--- src/rtl/weight_stream_reader.sv ---
// weight_stream_reader
// Read-side sequencer for a single 16-bit weight BRAM.
// - The BRAM is negedge-clocked with a 1-cycle read.
// - On START the block reads words 0..DEPTH-1 in order.
// - The weights go to the neuron MAC over a valid/ready stream.
// Optional feature: define WSR_CHECKSUM_EN to add a CHECKSUM output.
//   CHECKSUM is the running modulo-2**DW sum of all transferred weights.
//
// Handshake: a weight moves when W_VALID and W_READY are both high at a
// posedge of CLK. W_VALID never depends on W_READY. While W_VALID is high
// and W_READY is low, W_DATA/W_INDEX/W_LAST hold their values.
//
// Read pipeline: BRAM_EN/BRAM_ADDR are registered. A read is issued in the
// cycle where BRAM_EN is high. The BRAM latches the address at the
// negedge, and the data is pushed into a 2-entry FIFO at the following
// posedge. A new read is launched only if the FIFO occupancy after the
// current edge (count + in-flight read - pop) is below 2, so the FIFO can
// never overflow.
module weight_stream_reader #(
    parameter int DEPTH = 28,
    parameter int AW    = 5,
    parameter int DW    = 16
) (
    input  logic          CLK,
    input  logic          RST,
    input  logic          START,
    output logic          BUSY,
    output logic          DONE,
    output logic [AW-1:0] BRAM_ADDR,
    output logic          BRAM_EN,
    output logic          BRAM_WE,
    output logic [DW-1:0] BRAM_DI,
    input  logic [DW-1:0] BRAM_DO,
    output logic [DW-1:0] W_DATA,
    output logic [AW-1:0] W_INDEX,
    output logic          W_VALID,
    input  logic          W_READY,
    output logic          W_LAST
`ifdef WSR_CHECKSUM_EN
    ,
    output logic [DW-1:0] CHECKSUM
`endif
);

    localparam logic [AW-1:0] LAST_ADDR = AW'(DEPTH - 1);

    typedef enum logic [1:0] {
        S_IDLE  = 2'd0,
        S_FETCH = 2'd1,
        S_DRAIN = 2'd2,
        S_DONE  = 2'd3
    } state_t;

    state_t        r_state;
    state_t        w_state_nxt;

    // Read issue registers; r_bram_en doubles as the in-flight flag.
    logic          r_bram_en;
    logic [AW-1:0] r_bram_addr;
    logic [AW-1:0] r_rd_ptr;

    // Two-entry output FIFO; entry 0 is the head.
    logic [1:0]    r_count;
    logic [DW-1:0] r_data0;
    logic [DW-1:0] r_data1;
    logic [AW-1:0] r_idx0;
    logic [AW-1:0] r_idx1;

    logic          w_issue;
    logic [AW-1:0] w_issue_addr;
    logic          w_push;
    logic          w_pop;
    logic [2:0]    w_occ;
    logic          w_start_acc;

    // Handshake and occupancy bookkeeping.
    always_comb begin
        w_pop        = (r_count != 2'd0) && W_READY;
        w_push       = r_bram_en;
        w_occ        = {1'b0, r_count} + {2'b00, r_bram_en} - {2'b00, w_pop};
        w_issue_addr = (r_state == S_IDLE) ? '0 : r_rd_ptr;
        w_start_acc  = (r_state == S_IDLE) && START;
    end

    // FSM state register.
    always_ff @(posedge CLK) begin
        if (RST) begin
            r_state <= S_IDLE;
        end else begin
            r_state <= w_state_nxt;
        end
    end

    // FSM next state and read-issue decision.
    always_comb begin
        w_state_nxt = r_state;
        w_issue     = 1'b0;
        case (r_state)
            S_IDLE: begin
                if (START) begin
                    w_issue     = 1'b1;
                    w_state_nxt = (w_issue_addr == LAST_ADDR) ? S_DRAIN : S_FETCH;
                end
            end
            S_FETCH: begin
                if (w_occ < 3'd2) begin
                    w_issue = 1'b1;
                    if (r_rd_ptr == LAST_ADDR) begin
                        w_state_nxt = S_DRAIN;
                    end
                end
            end
            S_DRAIN: begin
                if (w_pop && W_LAST) begin
                    w_state_nxt = S_DONE;
                end
            end
            S_DONE: begin
                w_state_nxt = S_IDLE;
            end
            default: begin
                w_state_nxt = S_IDLE;
            end
        endcase
    end

    // Status outputs decoded from state.
    always_comb begin
        BUSY = (r_state == S_FETCH) || (r_state == S_DRAIN);
        DONE = (r_state == S_DONE);
    end

    // Read issue registers and address pointer; the pointer parks on the last address.
    always_ff @(posedge CLK) begin
        if (RST) begin
            r_bram_en   <= 1'b0;
            r_bram_addr <= '0;
            r_rd_ptr    <= '0;
        end else begin
            r_bram_en <= w_issue;
            if (w_issue) begin
                r_bram_addr <= w_issue_addr;
                r_rd_ptr    <= (w_issue_addr == LAST_ADDR) ? w_issue_addr
                                                           : w_issue_addr + AW'(1);
            end
        end
    end

    // The BRAM interface is read-only.
    always_comb begin
        BRAM_EN   = r_bram_en;
        BRAM_ADDR = r_bram_addr;
        BRAM_WE   = 1'b0;
        BRAM_DI   = '0;
    end

    // Output FIFO: capture the returning read data and pop on transfer.
    always_ff @(posedge CLK) begin
        if (RST) begin
            r_count <= 2'd0;
            r_data0 <= '0;
            r_data1 <= '0;
            r_idx0  <= '0;
            r_idx1  <= '0;
        end else begin
            case ({w_push, w_pop})
                2'b10: begin
                    if (r_count == 2'd0) begin
                        r_data0 <= BRAM_DO;
                        r_idx0  <= r_bram_addr;
                    end else begin
                        r_data1 <= BRAM_DO;
                        r_idx1  <= r_bram_addr;
                    end
                    r_count <= r_count + 2'd1;
                end
                2'b01: begin
                    r_data0 <= r_data1;
                    r_idx0  <= r_idx1;
                    r_count <= r_count - 2'd1;
                end
                2'b11: begin
                    if (r_count == 2'd1) begin
                        r_data0 <= BRAM_DO;
                        r_idx0  <= r_bram_addr;
                    end else begin
                        r_data0 <= r_data1;
                        r_idx0  <= r_idx1;
                        r_data1 <= BRAM_DO;
                        r_idx1  <= r_bram_addr;
                    end
                end
                default: begin
                    r_count <= r_count;
                end
            endcase
        end
    end

    // The stream outputs come from the FIFO head.
    always_comb begin
        W_VALID = (r_count != 2'd0);
        W_DATA  = r_data0;
        W_INDEX = r_idx0;
        W_LAST  = W_VALID && (r_idx0 == LAST_ADDR);
    end

`ifdef WSR_CHECKSUM_EN
    logic [DW-1:0] r_checksum;

    // Running sum of transferred weights; it restarts with each accepted START.
    always_ff @(posedge CLK) begin
        if (RST) begin
            r_checksum <= '0;
        end else if (w_start_acc) begin
            r_checksum <= '0;
        end else if (w_pop) begin
            r_checksum <= r_checksum + r_data0;
        end
    end

    assign CHECKSUM = r_checksum;
`else
    logic w_unused;

    // The start-accept term is only consumed by the checksum.
    assign w_unused = w_start_acc;
`endif

endmodule

--- config.mk ---
export PLATFORM = sky130hd
export DESIGN_NAME = weight_stream_reader
export DESIGN_NICKNAME = d
export VERILOG_FILES = /design/src/rtl/weight_stream_reader.sv
export SDC_FILE = /design/constraint.sdc
export NUM_CORES = 1
export LEC_CHECK = 0
export CAP_MARGIN = 20
export CORE_ASPECT_RATIO = 1.2
export CORE_MARGIN = 3
export CORE_UTILIZATION = 40
export DETAILED_ROUTE_END_ITERATION = 7
export GPL_ROUTABILITY_DRIVEN = 0
export HOLD_SLACK_MARGIN = 0.03
export PLACE_DENSITY = 0.68
export SKIP_CTS_REPAIR_TIMING = 1
export SLEW_MARGIN = 0
export SYNTH_ARGS = -nofsm -noshare
export SYNTH_HDL_FRONTEND = slang
export SYNTH_SLANG_ARGS = --single-unit
--- constraint.sdc ---
create_clock -name CLK -period 6.24 [get_ports CLK]
set_input_delay 0.624 -clock CLK [delete_from_list [all_inputs] [get_ports CLK]]
set_output_delay 0.624 -clock CLK [all_outputs]
set_load 0.05 [all_outputs]
==> metrics.yaml, run 1 <==
ys_warn_count: 0
synth-seq-cells: 57
cts_tree: "done"
wl_per_cell_um: 13.79
slew_headroom_pct: 31.59
drive_gt1_share_pct: 8.333
reg2reg_to: "r_rd_ptr[3]"
synthCells: 297
cpPeakStageDelay_ps: 880
cts_root_buffer: "clkbuf_8"
overflow: 0
start_util_pct: 41.71
worst_setup_path_end_kind: "register"
core_mm2: 0.006486
grt_pass1_vias: 2160
finalSetupViolCount: 0
crit_chain: "inv_1 -> ha_1 -> nand2b_1 -> nor2_1 -> o21ai_0 -> fa_1 -> a32oi_1 -> o21bai_1 -> a21oi_1"
n_antenna_cell: 0
finalHoldViolCount: 0
numCtsBuffers: 9
startpoint: "r_count[1]"
fin_tns_setup_ps: 0
grt_use_total_pct: 16.57
hold_path.class: "register to register"
netlist_area_mm2: 0.002705
startpoint_type: "register"
synthXorXnorAreaFrac_pct: 1.249
rsz0062_at_grt: "false"
portBuffers: 50
maxCapViolCount: 0
synth_edf_count: 0
final_cell_area_mm2: 0.003406
cp.arrival_ps: 3450
status: "completed"
post-route-min-period_ps: 3281
synth_compound_area_share_pct: 14.71
clock_sinks: 57
finalNetCount: 374
yosysSeqAreaShare_pct: 42.18
routed_wl_mm: 5.970
reg2reg_from: "r_count[1]"
drt-initial-drc-count: 89
drv_slew: 0
die_h_um: 96.09
yosys-top-cells-area: "dfxtp_1, mux2i_1, nor2_1"
synthSimpleGateAreaFrac_pct: 18.69
io_pins: 68
ir_worst_vdd_mv: 0.2738
dr.pass1.iters: 4
grt_antenna_before_repair: 0
synth_fa_ha_area_share_pct: 5.365
dieArea_mm2: 0.007790
synth-main-ff-cell: "dfxtp_1"
syn_area_per_cell_um2: 9.108
via_per_inst: 5.212
n_fill_cell: 630
ys_async_sr_fraction_pct: 0
synth_top_family_by_area: "simple AND/OR/NAND/NOR gates"
area_growth_pct: 25.90
worst_skew_pair.late_latency_ps: 330
ff2ff_path_depth: 9
max_clock_freq_mhz: 304.8
fin_crit_sh_pct: 52.58
clock-skew-final_ps: 8.457
muxShareOfSynthArea_pct: 8.557
placed_area_mm2: 0.003196
path_clk_slew_ps: 70
postRouteAntennaNets: 0
yosys.area.top_type: "dfxtp_1"
critPathMaxFanout: 14
leakage_nw: 1.312
die_x_um: 81.07
vias: 2257
cts_buffer_depth: 2
drc: 0
cts_max_level: 3
worst_pin_slew_ps: 1026
cp.required_ps: 6410
worstSetupPathType: "register to register"
crit_path_end: "r_rd_ptr[3]"
synth_cell_type_count: 48
power.density_mw_per_mm2: 521.9
synth_top_cell_area_share_pct: 42.18
grt_max_degree: 59
dp_hpwl_mm: 4.050
placementRows: 32
reg2reg_slack_ps: 2960
slowest_stage: "a32oi_1"
grt_first_pass_wirelength_mm: 10.02
[synth_stat cells, drive strengths merged, types with 2 or more instances]
library cell / number
o21a: 2
and3: 2
a22oi: 4
xor2: 2
nand2b: 5
inv: 11
mux2i: 22
ha: 10
nor3: 21
or2: 2
nand4: 4
a31oi: 2
buf: 26
o21ai: 7
a21oi: 10
nand3b: 2
nand2: 2
clkbuf: 9
or3: 3
a221oi: 22
dfxtp: 57
nor2: 53
nor2b: 2
[cells in the final DEF, fill, tap and decap left out, drive strengths merged, types with 5 or more instances in the layout]
| cell | netlist | final |
|---|---|---|
| conb | 1 | 17 |
| dfxtp | 57 | 57 |
| nor2 | 53 | 53 |
| a221oi | 22 | 22 |
| ha | 10 | 10 |
| o21ai | 7 | 7 |
| nand2b | 5 | 5 |
| buf | 26 | 5 |
| a21oi | 10 | 10 |
| nor3 | 21 | 21 |
| clkdlybuf4s50 | 0 | 49 |
| mux2i | 22 | 22 |
| clkbuf | 9 | 10 |
| inv | 11 | 11 |
[stage by stage]
step	hold WS (ps)	cells	setup WS [ps]	total power [mW]	util, %
CTS	496.5	433	2964	1.791	52.51
global route	517.0	433	2589	1.886	52.51
finish	492.9	433	2959	1.777	52.51
floorplan	461.5	313	3458	1.177	-
global placement	473.5	417	2755	1.405	49.27
detailed placement	480.1	417	2696	1.416	49.27
[worst min path at each step]
stage                      startpoint           to  slack [ps]  cells after the start
after floorplan           r_data1[11]  r_data1[11]         460                      2
after global placement    r_data1[13]  r_data1[13]         470                      2
after detailed placement    W_DATA[6]    W_DATA[6]         480                      2
after CTS                   W_DATA[6]    W_DATA[6]         500                      2
after global routing       W_DATA[10]   W_DATA[10]         520                      2
final                      W_DATA[10]   W_DATA[10]         490                      2
[critical path, delay by kind of cell, from the launching register on]
family | cells | cell delay, ps
AOI/OAI and AO/OA | 4 | 1330
adders and majority gates | 2 | 840
DFF | 1 | 430
and+or+nand+nor | 2 | 420
buffers and inverters | 1 | 110
[layout make-up]
class | count | area [µm²] | area share (%)
Tap cell | 85 | 106.4 | 3.123
Sequential cell | 57 | 1141 | 33.50
Clock buffer | 10 | 127.6 | 3.747
Timing Repair Buffer | 54 | 525.5 | 15.43
Multi-Input combinational cell | 210 | 1381 | 40.56
Inverter | 11 | 41.29 | 1.212
Clock inverter | 6 | 82.58 | 2.425
[layer usage]
layer	vias to the layer above	share of wire [%]	GRT usage, %
met1	1071	46	21.37
met2	64	49	26.30
met5	-	0	0
li1	1116	-	-
met4	0	0.99	7.887
met3	6	4.6	3.464
[logic make-up after synthesis]
logic type                 after synthesis
other                                    1
adders and majority gates               11
DFF                                     57
buffers and inverters                   46
xor gates and xnor gates                 3
AOI/OAI and AO/OA                       54
and+or+nand+nor                        102
muxes                                   23
[state kept, by name, summed over array words and instances, names as in the netlist]
name       flops
W_INDEX        5
r_idx1         5
BRAM_ADDR      5
W_DATA        16
BRAM_EN        1
r_data1       16
r_rd_ptr       5
r_count        2
r_state        2
[report_power, final]
| group | internal (mW) | total [mW] | switching [mW] | leakage (nW) |
|---|---|---|---|---|
| Sequential | 0.459 | 0.526 | 0.0668 | 0.465 |
| Combinational | 0.306 | 0.881 | 0.576 | 0.740 |
| Clock | 0.223 | 0.370 | 0.148 | 0.106 |
| Total | 0.987 | 1.78 | 0.790 | 1.31 |
(Power assumes the default switching activity.)
==> run 2, diff against run 1 <==
clock period = 3.3 ns   (was 6.24 ns; I/O delays follow)
==> run 2 against run 1 <==
Via count hardly changed. Cell count is 0.46% higher. Design area hardly changed. Clock-buffer cell count is 1 higher. Hold slack worse by 19 ps. Sequential power is 88% higher. Clock power is 72% higher. Global-route usage is 0.83 points lower. Largest power group unchanged. Highest routed layer unchanged.
==> metrics.yaml, run 2 (synthesized netlist as in run 1, its figures left out) <==
ir_worst_vdd_mv: 0.4408  # was 0.2738 mV
grt_max_degree: 32  # was 59
clock_sinks: 57  # unchanged
rsz0062_at_grt: "false"  # unchanged
cts_max_level: 3  # unchanged
leakage_nw: 1.311  # was 1.312 nW
cp.required_ps: 3510  # was 6410 ps
place_inst: 419  # was 417
final_cell_area_mm2: 0.003407  # was 0.003406 mm²
path_clk_slew_ps: 70  # about the same
drt-initial-drc-count: 99  # was 89
reg2reg_from: "r_count[1]"  # unchanged
worst_pin_slew_ps: 780.6  # was 1026 ps
grt_first_pass_wirelength_mm: 9.459  # was 10.02 mm
whs_endpoint: "r_data1[9]"  # was W_DATA[10]
routed_wl_mm: 5.858  # was 5.970 mm
reg2reg_slack_ps: 270  # was 2960 ps
via_per_inst: 5.191  # was 5.212
grt_antenna_before_repair: 0  # unchanged
worst_setup_path_end_kind: "register"  # unchanged
cts_buffer_depth: 2  # unchanged
dieArea_mm2: 0.007790  # unchanged
numCtsBuffers: 9  # unchanged
finalNetCount: 376  # was 374
final_cell_mix: "dfxtp_1, nor2_1, clkdlybuf4s50_1"  # unchanged
n_fill_cell: 606  # was 630
fin_tns_setup_ps: 0  # unchanged
ff_latch_area_mm2: 0.001141  # unchanged
slew_headroom_pct: 47.96  # was 31.59%
drc: 0  # unchanged
dp_hpwl_mm: 4.003  # was 4.050 mm
hold_start: "RST"  # was W_DATA[10]
min_path_cells: 2  # unchanged
critPathMaxFanout: 7  # was 14
postRouteAntennaNets: 0  # unchanged
cp.arrival_ps: 3240  # was 3450 ps
status: "completed"  # unchanged
cts_root_buffer: "clkbuf_8"  # unchanged
timing.hold.ws_ps: 473.5  # was 492.9 ps
vias: 2258  # was 2257
die_x_um: 81.07  # unchanged
power.density_mw_per_mm2: 968.8  # was 521.9 mW/mm²
overflow: 0  # unchanged
reg2reg_to: "r_state[1]"  # was r_rd_ptr[3]
layoutNonFillerInstCount: 435  # was 433
cts_tree: "done"  # unchanged
fin_crit_sh_pct: 91.79  # was 52.58%
core_mm2: 0.006486  # unchanged
startpoint_type: "register"  # unchanged
ff2ff_path_depth: 10  # was 9
die_h_um: 96.09  # unchanged
max_clock_freq_mhz: 330.1  # was 304.8 MHz
hold_path.class: "input pin to register"  # was register to register
finalSetupViolCount: 0  # unchanged
maxCapViolCount: 0  # unchanged
drive_gt1_share_pct: 8.857  # was 8.333%
drv_slew: 0  # unchanged
post-route-min-period_ps: 3029  # was 3281 ps
io_pins: 68  # unchanged
worst_skew_pair.late_latency_ps: 330  # about the same
final_util_pct: 52.53  # was 52.51%
placed_area_mm2: 0.003211  # was 0.003196 mm²
worstSetupPathType: "register to register"  # unchanged
n_antenna_cell: 0  # unchanged
multiInputGateArea_mm2: 0.001381  # unchanged
finalHoldViolCount: 0  # unchanged
start_util_pct: 41.71  # unchanged
area_growth_pct: 25.95  # was 25.90%
portBuffers: 50  # unchanged
wl_per_cell_um: 13.47  # was 13.79 µm
clock-skew-final_ps: 7.615  # was 8.457 ps
grt_pass1_vias: 2037  # was 2160
dr.pass1.iters: 4  # unchanged
final_common_cell: "dfxtp_1"  # unchanged
grt_use_total_pct: 15.74  # was 16.57%
placementRows: 32  # unchanged
## run 2: changes by cell type in the layout (fill, tap and decap cells not counted), sizes merged
cell	before	now
clkinvlp	1	2
clkinv	3	2
bufinv	2	1
clkbuf	10	11
buf	5	7
## run 2: power by group
| group | internal [mW] | leakage [nW] | switching (mW) |
|---|---|---|---|
| Clock | 0.366 | 0.0953 | 0.269 |
| Sequential | 0.868 | 0.465 | 0.123 |
| Combinational | 0.586 | 0.750 | 1.09 |
## run 2: cell type report
| class | count | share of cell area [%] |
|---|---|---|
| inverters | 11 | 1.212 |
| multi-input cells | 210 | 40.54 |
| well taps | 85 | 3.122 |
| clock inverters | 5 | 1.616 |
| flip-flops and latches | 57 | 33.49 |
| repair buffers | 56 | 15.86 |
| clock buffers | 11 | 4.150 |
## run 2: worst max-delay path by stage
stage / cells past startpoint / slack (ps) / startpoint / to
floorplan: 10 / 520 / r_count[1] / r_state[1]
global placement: 9 / 320 / W_READY / r_state[1]
detailed placement: 9 / 200 / W_READY / r_state[1]
CTS: 10 / 250 / r_count[1] / r_state[1]
global route: 10 / 60 / r_count[1] / r_state[1]
finish: 10 / 270 / r_count[1] / r_state[1]
## run 2: critical path, cell delays in order (launching register included)
cell and delay [ps]:
dfxtp_1 420, inv_1 110, ha_1 260, nand2b_1 230
nor2_1 200, o21ai_0 150, fa_1 430, xnor2_2 290
nand4_1 180, a221oi_2 310, mux2_1 350
## run 2: per-layer routing
metal	vias up	track usage, %	wire [µm]
met2	57	25.14	2818
li1	1117	-	-
met3	11	3.745	309
met1	1073	20.02	2640
met4	0	7.183	89
met5	-	0	0
## run 2: metrics by stage
| stage | power (mW) | setup slack [ps] |
|---|---|---|
| finish | 3.301 | 270.9 |
| global route | 3.500 | 57.92 |
| CTS | 3.335 | 254.5 |
| detailed placement | 2.683 | 195.8 |
| global placement | 2.664 | 315.4 |
| floorplan | 2.225 | 517.7 |
